**config.mk**
```make
export PLATFORM = sky130hd
export DESIGN_NAME = microwave_timer_ctrl_flat
export DESIGN_NICKNAME = d
export VERILOG_FILES = /design/src/rtl/microwave_timer_ctrl_pkg.sv /design/src/rtl/microwave_timer_ctrl_if.sv /design/src/rtl/microwave_timer_ctrl_digit.sv /design/src/rtl/microwave_timer_ctrl.sv /design/src/flat_wrapper.sv
export SDC_FILE = /design/constraint.sdc
export NUM_CORES = 1
export LEC_CHECK = 0
export ABC_CLOCK_PERIOD_IN_PS = 7600
export BUFFER_PORTS_ARGS = -buffer_cell sky130_fd_sc_hd__buf_4
export CAP_MARGIN = 5
export CORE_UTILIZATION = 42
export DETAILED_ROUTE_END_ITERATION = 8
export PLACE_DENSITY = 0.71
export SETUP_SLACK_MARGIN = 0.15
export SLEW_MARGIN = 40
export SYNTH_ARGS = -nofsm -noshare
export SYNTH_HDL_FRONTEND = slang
export SYNTH_HIERARCHICAL = 1
export SYNTH_SLANG_ARGS = --single-unit
```
**constraint.sdc**
```tcl
create_clock -name clock -period 7.6 [get_ports clock]
set_clock_uncertainty 0.1 [all_clocks]
set_input_delay 1.52 -clock clock [delete_from_list [all_inputs] [get_ports clock]]
set_output_delay 1.52 -clock clock [all_outputs]
set_load 0.05 [all_outputs]
```
**src/rtl/microwave_timer_ctrl_pkg.sv**
```systemverilog
// Shared state encoding, BCD digit limits and load-value validation
// for the microwave timer controller.
package microwave_pkg;

  typedef enum logic [2:0] {
    IDLE  = 3'd0,
    COOK  = 3'd1,
    PAUSE = 3'd2,
    DONE  = 3'd3
  } state_e;

  localparam logic [3:0] BCD_MAX_UNITS    = 4'd9;
  localparam logic [3:0] BCD_MAX_SEC_TENS = 4'd5;

  // Packed as {min_tens, min_ones, sec_tens, sec_ones}.
  function automatic logic bcd_time_valid(input logic [15:0] t);
    return (t[15:12] <= BCD_MAX_UNITS)    &&
           (t[11:8]  <= BCD_MAX_UNITS)    &&
           (t[7:4]   <= BCD_MAX_SEC_TENS) &&
           (t[3:0]   <= BCD_MAX_UNITS);
  endfunction

endpackage

```
**src/rtl/microwave_timer_ctrl_if.sv**
```systemverilog
// Request inputs and status outputs of the microwave timer controller.
// The controller takes the slave modport; its driver takes master.
interface microwave_timer_ctrl_if;
  logic        tick;
  logic [15:0] data;
  logic        loadn;
  logic        startn;
  logic        stopn;
  logic        door_closed;
  logic [3:0]  min_tens;
  logic [3:0]  min_ones;
  logic [3:0]  sec_tens;
  logic [3:0]  sec_ones;
  logic        mag_on;
  logic        done;
  logic        load_err;
  logic [2:0]  state;

  modport master (
    output tick, data, loadn, startn, stopn, door_closed,
    input  min_tens, min_ones, sec_tens, sec_ones, mag_on, done, load_err, state
  );

  modport slave (
    input  tick, data, loadn, startn, stopn, door_closed,
    output min_tens, min_ones, sec_tens, sec_ones, mag_on, done, load_err, state
  );
endinterface

```
**src/rtl/microwave_timer_ctrl_digit.sv**
```systemverilog
// One BCD down-counting digit: wraps 0 -> MAX_VAL with a borrow out,
// synchronous clear and parallel load.
module bcd_down_digit #(
  parameter logic [3:0] MAX_VAL = 4'd9
) (
  input  logic       clk,
  input  logic       rst_n,
  input  logic       clr_i,
  input  logic       load_i,
  input  logic [3:0] load_val_i,
  input  logic       en_i,
  output logic [3:0] value_o,
  output logic       borrow_o,
  output logic       zero_o
);

  logic [3:0] value_q, value_d;

  always_comb begin
    value_d = value_q;
    if (clr_i) begin
      value_d = '0;
    end else if (load_i) begin
      value_d = load_val_i;
    end else if (en_i) begin
      value_d = (value_q == '0) ? MAX_VAL : value_q - 4'd1;
    end
  end

  always_ff @(posedge clk) begin
    if (!rst_n) value_q <= '0;
    else        value_q <= value_d;
  end

  assign value_o  = value_q;
  assign zero_o   = (value_q == '0);
  assign borrow_o = en_i && zero_o;

endmodule

```
**src/rtl/microwave_timer_ctrl.sv**
```systemverilog
// Microwave cook timer: IDLE/COOK/PAUSE/DONE control FSM driving a
// four-digit mm:ss BCD down-counter and the done-hold tick counter.
module microwave_timer_ctrl
  import microwave_pkg::*;
#(
  parameter int unsigned DONE_TICKS = 3
) (
  input  logic                   clock,
  input  logic                   clearn,
  microwave_timer_ctrl_if.slave  bus
);

  localparam logic [3:0] DONE_LAST = 4'(DONE_TICKS - 1);

  state_e     state_q, state_d;
  logic [3:0] dcnt_q, dcnt_d;
  logic       mag_on_q, done_q, load_err_q, load_err_d;
  logic       dig_clr, dig_load, dig_dec;

  logic       so_zero, st_zero, mo_zero, mt_zero;
  logic       so_borrow, st_borrow, mo_borrow, mt_borrow_unused;
  logic       time_zero, time_one, start_req, load_ok;

  assign time_zero = so_zero && st_zero && mo_zero && mt_zero;
  assign time_one  = st_zero && mo_zero && mt_zero && (bus.sec_ones == 4'd1);
  assign start_req = !bus.startn && bus.door_closed;
  assign load_ok   = bcd_time_valid(bus.data);

  // Door-open only has an action in COOK; elsewhere it merely masks startn.
  always_comb begin
    state_d    = state_q;
    dcnt_d     = '0;
    dig_clr    = 1'b0;
    dig_load   = 1'b0;
    dig_dec    = 1'b0;
    load_err_d = 1'b0;
    case (state_q)
      IDLE, PAUSE: begin
        if (!bus.stopn) begin
          state_d = IDLE;
          dig_clr = 1'b1;
        end else if (start_req) begin
          if (!time_zero) state_d = COOK;
        end else if (!bus.loadn) begin
          if (load_ok) dig_load   = 1'b1;
          else         load_err_d = 1'b1;
        end
      end
      COOK: begin
        if (!bus.door_closed || !bus.stopn) begin
          state_d = PAUSE;
        end else if (bus.tick) begin
          dig_dec = 1'b1;
          if (time_one) state_d = DONE;
        end
      end
      DONE: begin
        if (!bus.stopn) begin
          state_d = IDLE;
        end else begin
          dcnt_d = dcnt_q;
          if (bus.tick) begin
            if (dcnt_q == DONE_LAST) begin
              state_d = IDLE;
              dcnt_d  = '0;
            end else begin
              dcnt_d = dcnt_q + 4'd1;
            end
          end
        end
      end
      default: state_d = IDLE;
    endcase
  end

  // Status flags are derived from the next state so they change on the
  // same edge as the state register.
  always_ff @(posedge clock) begin
    if (!clearn) begin
      state_q    <= IDLE;
      dcnt_q     <= '0;
      mag_on_q   <= 1'b0;
      done_q     <= 1'b0;
      load_err_q <= 1'b0;
    end else begin
      state_q    <= state_d;
      dcnt_q     <= dcnt_d;
      mag_on_q   <= (state_d == COOK);
      done_q     <= (state_d == DONE);
      load_err_q <= load_err_d;
    end
  end

  bcd_down_digit #(.MAX_VAL(BCD_MAX_UNITS)) u_sec_ones (
    .clk(clock), .rst_n(clearn), .clr_i(dig_clr), .load_i(dig_load),
    .load_val_i(bus.data[3:0]), .en_i(dig_dec),
    .value_o(bus.sec_ones), .borrow_o(so_borrow), .zero_o(so_zero)
  );

  bcd_down_digit #(.MAX_VAL(BCD_MAX_SEC_TENS)) u_sec_tens (
    .clk(clock), .rst_n(clearn), .clr_i(dig_clr), .load_i(dig_load),
    .load_val_i(bus.data[7:4]), .en_i(so_borrow),
    .value_o(bus.sec_tens), .borrow_o(st_borrow), .zero_o(st_zero)
  );

  bcd_down_digit #(.MAX_VAL(BCD_MAX_UNITS)) u_min_ones (
    .clk(clock), .rst_n(clearn), .clr_i(dig_clr), .load_i(dig_load),
    .load_val_i(bus.data[11:8]), .en_i(st_borrow),
    .value_o(bus.min_ones), .borrow_o(mo_borrow), .zero_o(mo_zero)
  );

  bcd_down_digit #(.MAX_VAL(BCD_MAX_UNITS)) u_min_tens (
    .clk(clock), .rst_n(clearn), .clr_i(dig_clr), .load_i(dig_load),
    .load_val_i(bus.data[15:12]), .en_i(mo_borrow),
    .value_o(bus.min_tens), .borrow_o(mt_borrow_unused), .zero_o(mt_zero)
  );

  assign bus.state    = state_q;
  assign bus.mag_on   = mag_on_q;
  assign bus.done     = done_q;
  assign bus.load_err = load_err_q;

endmodule

```
**src/flat_wrapper.sv**
```systemverilog
// flat-port wrapper written by rule: the top's interface ports become plain ports
module microwave_timer_ctrl_flat import microwave_pkg::*;
#(
  parameter int unsigned DONE_TICKS = 3
)
  (clock, clearn, bus_tick, bus_data, bus_loadn, bus_startn, bus_stopn, bus_door_closed, bus_min_tens, bus_min_ones, bus_sec_tens, bus_sec_ones, bus_mag_on, bus_done, bus_load_err, bus_state);
  microwave_timer_ctrl_if bus_i ();
  input  logic clock;
  input  logic clearn;
  input wire logic [$bits(bus_i.tick)-1:0] bus_tick;
  input wire logic [$bits(bus_i.data)-1:0] bus_data;
  input wire logic [$bits(bus_i.loadn)-1:0] bus_loadn;
  input wire logic [$bits(bus_i.startn)-1:0] bus_startn;
  input wire logic [$bits(bus_i.stopn)-1:0] bus_stopn;
  input wire logic [$bits(bus_i.door_closed)-1:0] bus_door_closed;
  output wire logic [$bits(bus_i.min_tens)-1:0] bus_min_tens;
  output wire logic [$bits(bus_i.min_ones)-1:0] bus_min_ones;
  output wire logic [$bits(bus_i.sec_tens)-1:0] bus_sec_tens;
  output wire logic [$bits(bus_i.sec_ones)-1:0] bus_sec_ones;
  output wire logic [$bits(bus_i.mag_on)-1:0] bus_mag_on;
  output wire logic [$bits(bus_i.done)-1:0] bus_done;
  output wire logic [$bits(bus_i.load_err)-1:0] bus_load_err;
  output wire logic [$bits(bus_i.state)-1:0] bus_state;
  assign bus_i.tick = bus_tick;
  assign bus_i.data = bus_data;
  assign bus_i.loadn = bus_loadn;
  assign bus_i.startn = bus_startn;
  assign bus_i.stopn = bus_stopn;
  assign bus_i.door_closed = bus_door_closed;
  assign bus_min_tens = bus_i.min_tens;
  assign bus_min_ones = bus_i.min_ones;
  assign bus_sec_tens = bus_i.sec_tens;
  assign bus_sec_ones = bus_i.sec_ones;
  assign bus_mag_on = bus_i.mag_on;
  assign bus_done = bus_i.done;
  assign bus_load_err = bus_i.load_err;
  assign bus_state = bus_i.state;
  microwave_timer_ctrl #(.DONE_TICKS(DONE_TICKS)) u_core (.clock(clock), .clearn(clearn), .bus(bus_i));
endmodule
```
==> impl_metrics.toml, run 1 <==
[setup_path]
r2r_end = "u_core/u_min_tens/value_o[1]$_SDFFE_PP0P_"
start_kind = "input port"
timing.rr.start = "u_core/bus.state[0]$_SDFF_PN0_"
worstPathArrival_ns = 5.24
required_ns = 7.75
critPathKind = "in -> reg"
r2r_cells = 11
ff2ff_setup_slack_ns = 3.28
end_kind = "flop"
crit_fanout = 5

[min_path]
min_path_type = "reg -> reg"
hold_depth = 2
worstHoldStart = "u_core/dcnt_q[1]$_SDFFE_PN0P_"
whs_endpoint = "u_core/dcnt_q[1]$_SDFFE_PN0P_"

[floorplanning]
num_rows = 20
initial_utilization = 0.456
coreArea_mm2 = 0.00315
chipHeight_um = 60.5
io_pins = 45
die_width_um = 60.5
dieArea_mm2 = 0.00366

[routing]
ant_nets = 0
routed_wl_um = 3420
routed_via_density = 5.32
vias = 1378
wire_per_inst_um = 13.2
drtIter0Drc = 79
firstDrtPassIters = 4
drc_errors = 0

[cts]
cts_buffer_depth = 2
cts_hold_buffers = 0
clk_pin_slew_worst_paths_ns = 0.15
cts-root-buf = "clkbuf_4"
cts_setup_buffers = 0
cts_sinks = 26
cts_resized = 0
tritoncts = "yes"
htree_levels = 1
clk_latency_ns = 0.32
cts_buffers = 3

[placement]
port_buffers = 44
pre_cts_ws_ns = 2.17
place_area_mm2 = 0.00182
gp_congestion = 0.844
dp_hpwl_um = 2610

[yosys]
ys_warn_count = 6
synth_nets = 192
synth_area_mm2 = 0.00144
synth_area_per_cell_um2 = 8.50
syn_inst = 169

[outcome]
status = "completed"

[job]
drv_cap = 0

[final_layout]
area.growth.synth_to_final_pct = 29.2
drive_gt1_frac = 0.279
final_nets = 239
antenna_cells = 0
post-route-cell-area_mm2 = 0.00186

[pwr]
totalPowerFinal_uw = 236
power_density_mw_per_mm2 = 127
ir_drop_uv = 78.1
p_leak_uw = 0.000759

[global_route]
grt_max_degree = 21
antenna_found_initial = 0
first_global_vias = 1321
grtUsageTotal = 0.199
grt_overflow = 0
grt_pass1_wl_um = 5530

[timing]
fin_crit_sh = 0.670
worst_slack_ns = 2.51
fin_crit_ns = 5.09
rsz0062_at_grt = "false"
finalHoldViolCount = 0
setup_viol = 0
maxSlewViolCount = 0
fin_tns_setup_ns = 0
fmax_ghz = 0.196
-- sequential cells by signal, indices dropped and copies added, names as in the netlist --
register / cells
u_core/bus.load_err: 1
u_core/u_min_tens/value_o: 4
u_core/bus.done: 1
u_core/u_min_ones/value_o: 4
u_core/u_sec_ones/value_o: 4
u_core/bus.state: 3
u_core/u_sec_tens/value_o: 4
u_core/dcnt_q: 4
u_core/bus.mag_on: 1
-- metrics by stage --
step / hold WS, ns / utilization / std cells
after detailed placement: 0.402 / 0.577 / 255
after CTS: 0.423 / 0.588 / 259
after global placement: 0.394 / 0.577 / 255
final: 0.426 / 0.588 / 259
after floorplan: 0.374 / - / 169
after global routing: 0.477 / 0.588 / 259
-- power by group --
group	leakage, uW	internal (uW)	switching, uW
registers	0.000210	137	1.40
clock network	0.0000210	29.3	41.8
logic	0.000528	12.3	13.7
total	0.000759	179	56.9
-- worst max-delay path by stage --
stage                     slack, ns  cells past startpoint                                         to      start
after floorplan                2.64                     12  u_core/u_min_tens/value_o[1]$_SDFFE_PP0P_   bus_tick
after global placement         2.36                     12  u_core/u_min_tens/value_o[1]$_SDFFE_PP0P_  bus_stopn
after detailed placement       2.17                     12  u_core/u_min_tens/value_o[1]$_SDFFE_PP0P_  bus_stopn
after CTS                      2.52                     12  u_core/u_min_tens/value_o[1]$_SDFFE_PP0P_  bus_stopn
after global routing           2.23                     12  u_core/u_min_tens/value_o[3]$_SDFFE_PP0P_  bus_stopn
final                          2.51                     12  u_core/u_min_tens/value_o[1]$_SDFFE_PP0P_  bus_stopn
-- per-layer routing --
metal | vias to the layer above | part of all wire | global-route usage
li1 | 698 | - | -
met1 | 637 | 0.45 | 0.243
met2 | 41 | 0.50 | 0.361
met3 | 2 | 0.043 | 0.0213
met4 | 0 | 0.0029 | 0.0682
met5 | - | 0 | 0
-- layout by cell type, fill, tap and decap left out, drive strengths merged --
master	count
nand3	1
nor4	5
a211oi	5
a21oi	11
buf	45
nor3b	2
o21ba	1
or3b	4
a31oi	2
a2111o	1
nand2	18
and3	2
xor2	6
and2b	1
nor2b	4
o21ai	6
dfxtp	26
nand2b	9
and4bb	1
nor4b	3
o21bai	3
mux2i	1
nor3	7
a2111oi	1
nand4	3
nor2	13
o21a	2
a311oi	3
clkbuf	4
xnor2	4
conb	1
inv	9
or3	1
and3b	1
or2b	1
nand3b	5
a221oi	3
-- worst max-delay path, stage by stage --
cell and delay (ns):
buf_4 0.10, nand3b_1 0.11, nor3_1 0.38, or3b_1 0.44, nor3_1 0.28, or3b_4 0.45
nor3_1 0.37, or3b_1 0.44, nor3_1 0.34, or3b_1 0.41, o21bai_1 0.18, a221oi_2 0.22
-- layout make-up --
class	instances	area (um^2)
well taps	44	55.1
fillers	309	1300
clock buffers	4	36.3
multi-input cells	131	872
flip-flops and latches	26	520
repair buffers	45	338
inverters	9	33.8
Note: power is estimated with default switching activity, not from simulation.
==> run 2, diff against run 1 <==
ABC_CLOCK_PERIOD_IN_PS = 4950   (was 7600)
clock period = 4.95 ns   (was 7.6 ns; I/O delays follow)
==> impl_metrics.toml, run 2 (synthesis gave the netlist of run 1 again) <==
[outcome]
status = "completed"

[cts]
cts_buffers = 3
cts_sinks = 26
cts_buffer_depth = 2
cts_hold_buffers = 0
cts-root-buf = "clkbuf_4"
cts_resized = 0
clk_latency_ns = 0.31
tritoncts = "yes"
htree_levels = 1
clk_pin_slew_worst_paths_ns = 0.14
cts_setup_buffers = 0

[final_layout]
area.growth.synth_to_final_pct = 29.3
finalNonFillerCells = 260
fin_util = 0.589
layout_commonest_cell = "buf_4"
final_nets = 241
antenna_cells = 0
drive_gt1_frac = 0.282
mostFrequentLayoutCells = "buf_4, dfxtp_1, nand2_1"
fillCellCount = 295

[floorplanning]
num_rows = 20
chipHeight_um = 60.5
dieArea_mm2 = 0.00366
io_pins = 45
coreArea_mm2 = 0.00315
die_width_um = 60.5
initial_utilization = 0.456

[timing]
fmax_ghz = 0.235
setup_viol = 0
tightest_slew_ns = 0.497
fin_crit_ns = 4.25
fin_crit_sh = 0.858
max_slew_margin = 0.666
finalHoldViolCount = 0
fin_tns_setup_ns = 0
rsz0062_at_grt = "false"
maxSlewViolCount = 0

[routing]
drc_errors = 0
routed_via_density = 5.46
firstDrtPassIters = 4
ant_nets = 0
drtIter0Drc = 74
routed_wl_um = 3510
vias = 1419
wire_per_inst_um = 13.5

[setup_path]
critPathKind = "in -> reg"
end_kind = "flop"
crit_fanout = 5
required_ns = 5.09
start_kind = "input port"
worstPathArrival_ns = 4.39
ff2ff_setup_slack_ns = 0.97

[placement]
dp.cells = 257
gp_congestion = 0.840
port_buffers = 44
dp_hpwl_um = 2640

[pwr]
power_density_mw_per_mm2 = 185
p_leak_uw = 0.000762
totalPowerFinal_uw = 343
ir_drop_uv = 108

[global_route]
antenna_found_initial = 0
grt_pass1_wl_um = 5540
grt_max_degree = 21
first_global_vias = 1311
grt_overflow = 0
grtUsageTotal = 0.198

[min_path]
min_path_type = "reg -> reg"

[job]
drv_cap = 0
run 2: power breakdown:
group,internal (uW),switching [uW],total [uW]
Combinational,18.9,21.0,39.9
Clock,28.5,61.7,90.2
Sequential,211,2.13,213
run 2: final timing paths:
kind,startpoint,endpoint,cells after the start
min reg2reg,u_core/dcnt_q[1]$_SDFFE_PN0P_,u_core/dcnt_q[1]$_SDFFE_PN0P_,2
max,bus_stopn,u_core/u_min_tens/value_o[1]$_SDFFE_PP0P_,12
min,u_core/dcnt_q[1]$_SDFFE_PN0P_,u_core/dcnt_q[1]$_SDFFE_PN0P_,2
max reg2reg,u_core/bus.state[1]$_SDFF_PN0_,u_core/u_min_tens/value_o[1]$_SDFFE_PP0P_,11
run 2: per-layer routing:
layer | wire length (um) | vias to the layer above | GRT usage | share of wire
met5 | 0 | - | 0 | 0
met4 | 40 | 0 | 0.0779 | 0.011
met3 | 208 | 8 | 0.0277 | 0.059
met2 | 1680 | 55 | 0.342 | 0.48
met1 | 1570 | 657 | 0.250 | 0.45
li1 | - | 699 | - | -
run 2: layout make-up:
class | count | area, um^2 | area share
Inverter | 9 | 33.8 | 0.0182
Tap cell | 44 | 55.1 | 0.0296
Multi-Input combinational cell | 131 | 872 | 0.470
Sequential cell | 26 | 520 | 0.280
Timing Repair Buffer | 47 | 353 | 0.190
Clock buffer | 3 | 22.5 | 0.0121
run 2: critical path, cell delays in order:
cell and delay [ns]:
buf_4 0.11, nand3b_1 0.10, nor3_1 0.25, or3b_1 0.42, nor3_1 0.27, or3b_4 0.45, nor3_1 0.19, or3b_1 0.42
nor3_1 0.35, or3b_1 0.41, o21bai_1 0.19, a221oi_2 0.24
run 2: per-stage QoR:
step / hold slack [ns] / instance area (um^2) / setup slack [ns]
after CTS: 0.440 / 1860 / 0.745
final: 0.438 / 1860 / 0.703
after detailed placement: 0.421 / 1830 / 0.391
after global placement: 0.392 / 1830 / 0.548
after floorplan: 0.374 / 1440 / 0.518
after global routing: 0.476 / 1860 / 0.402
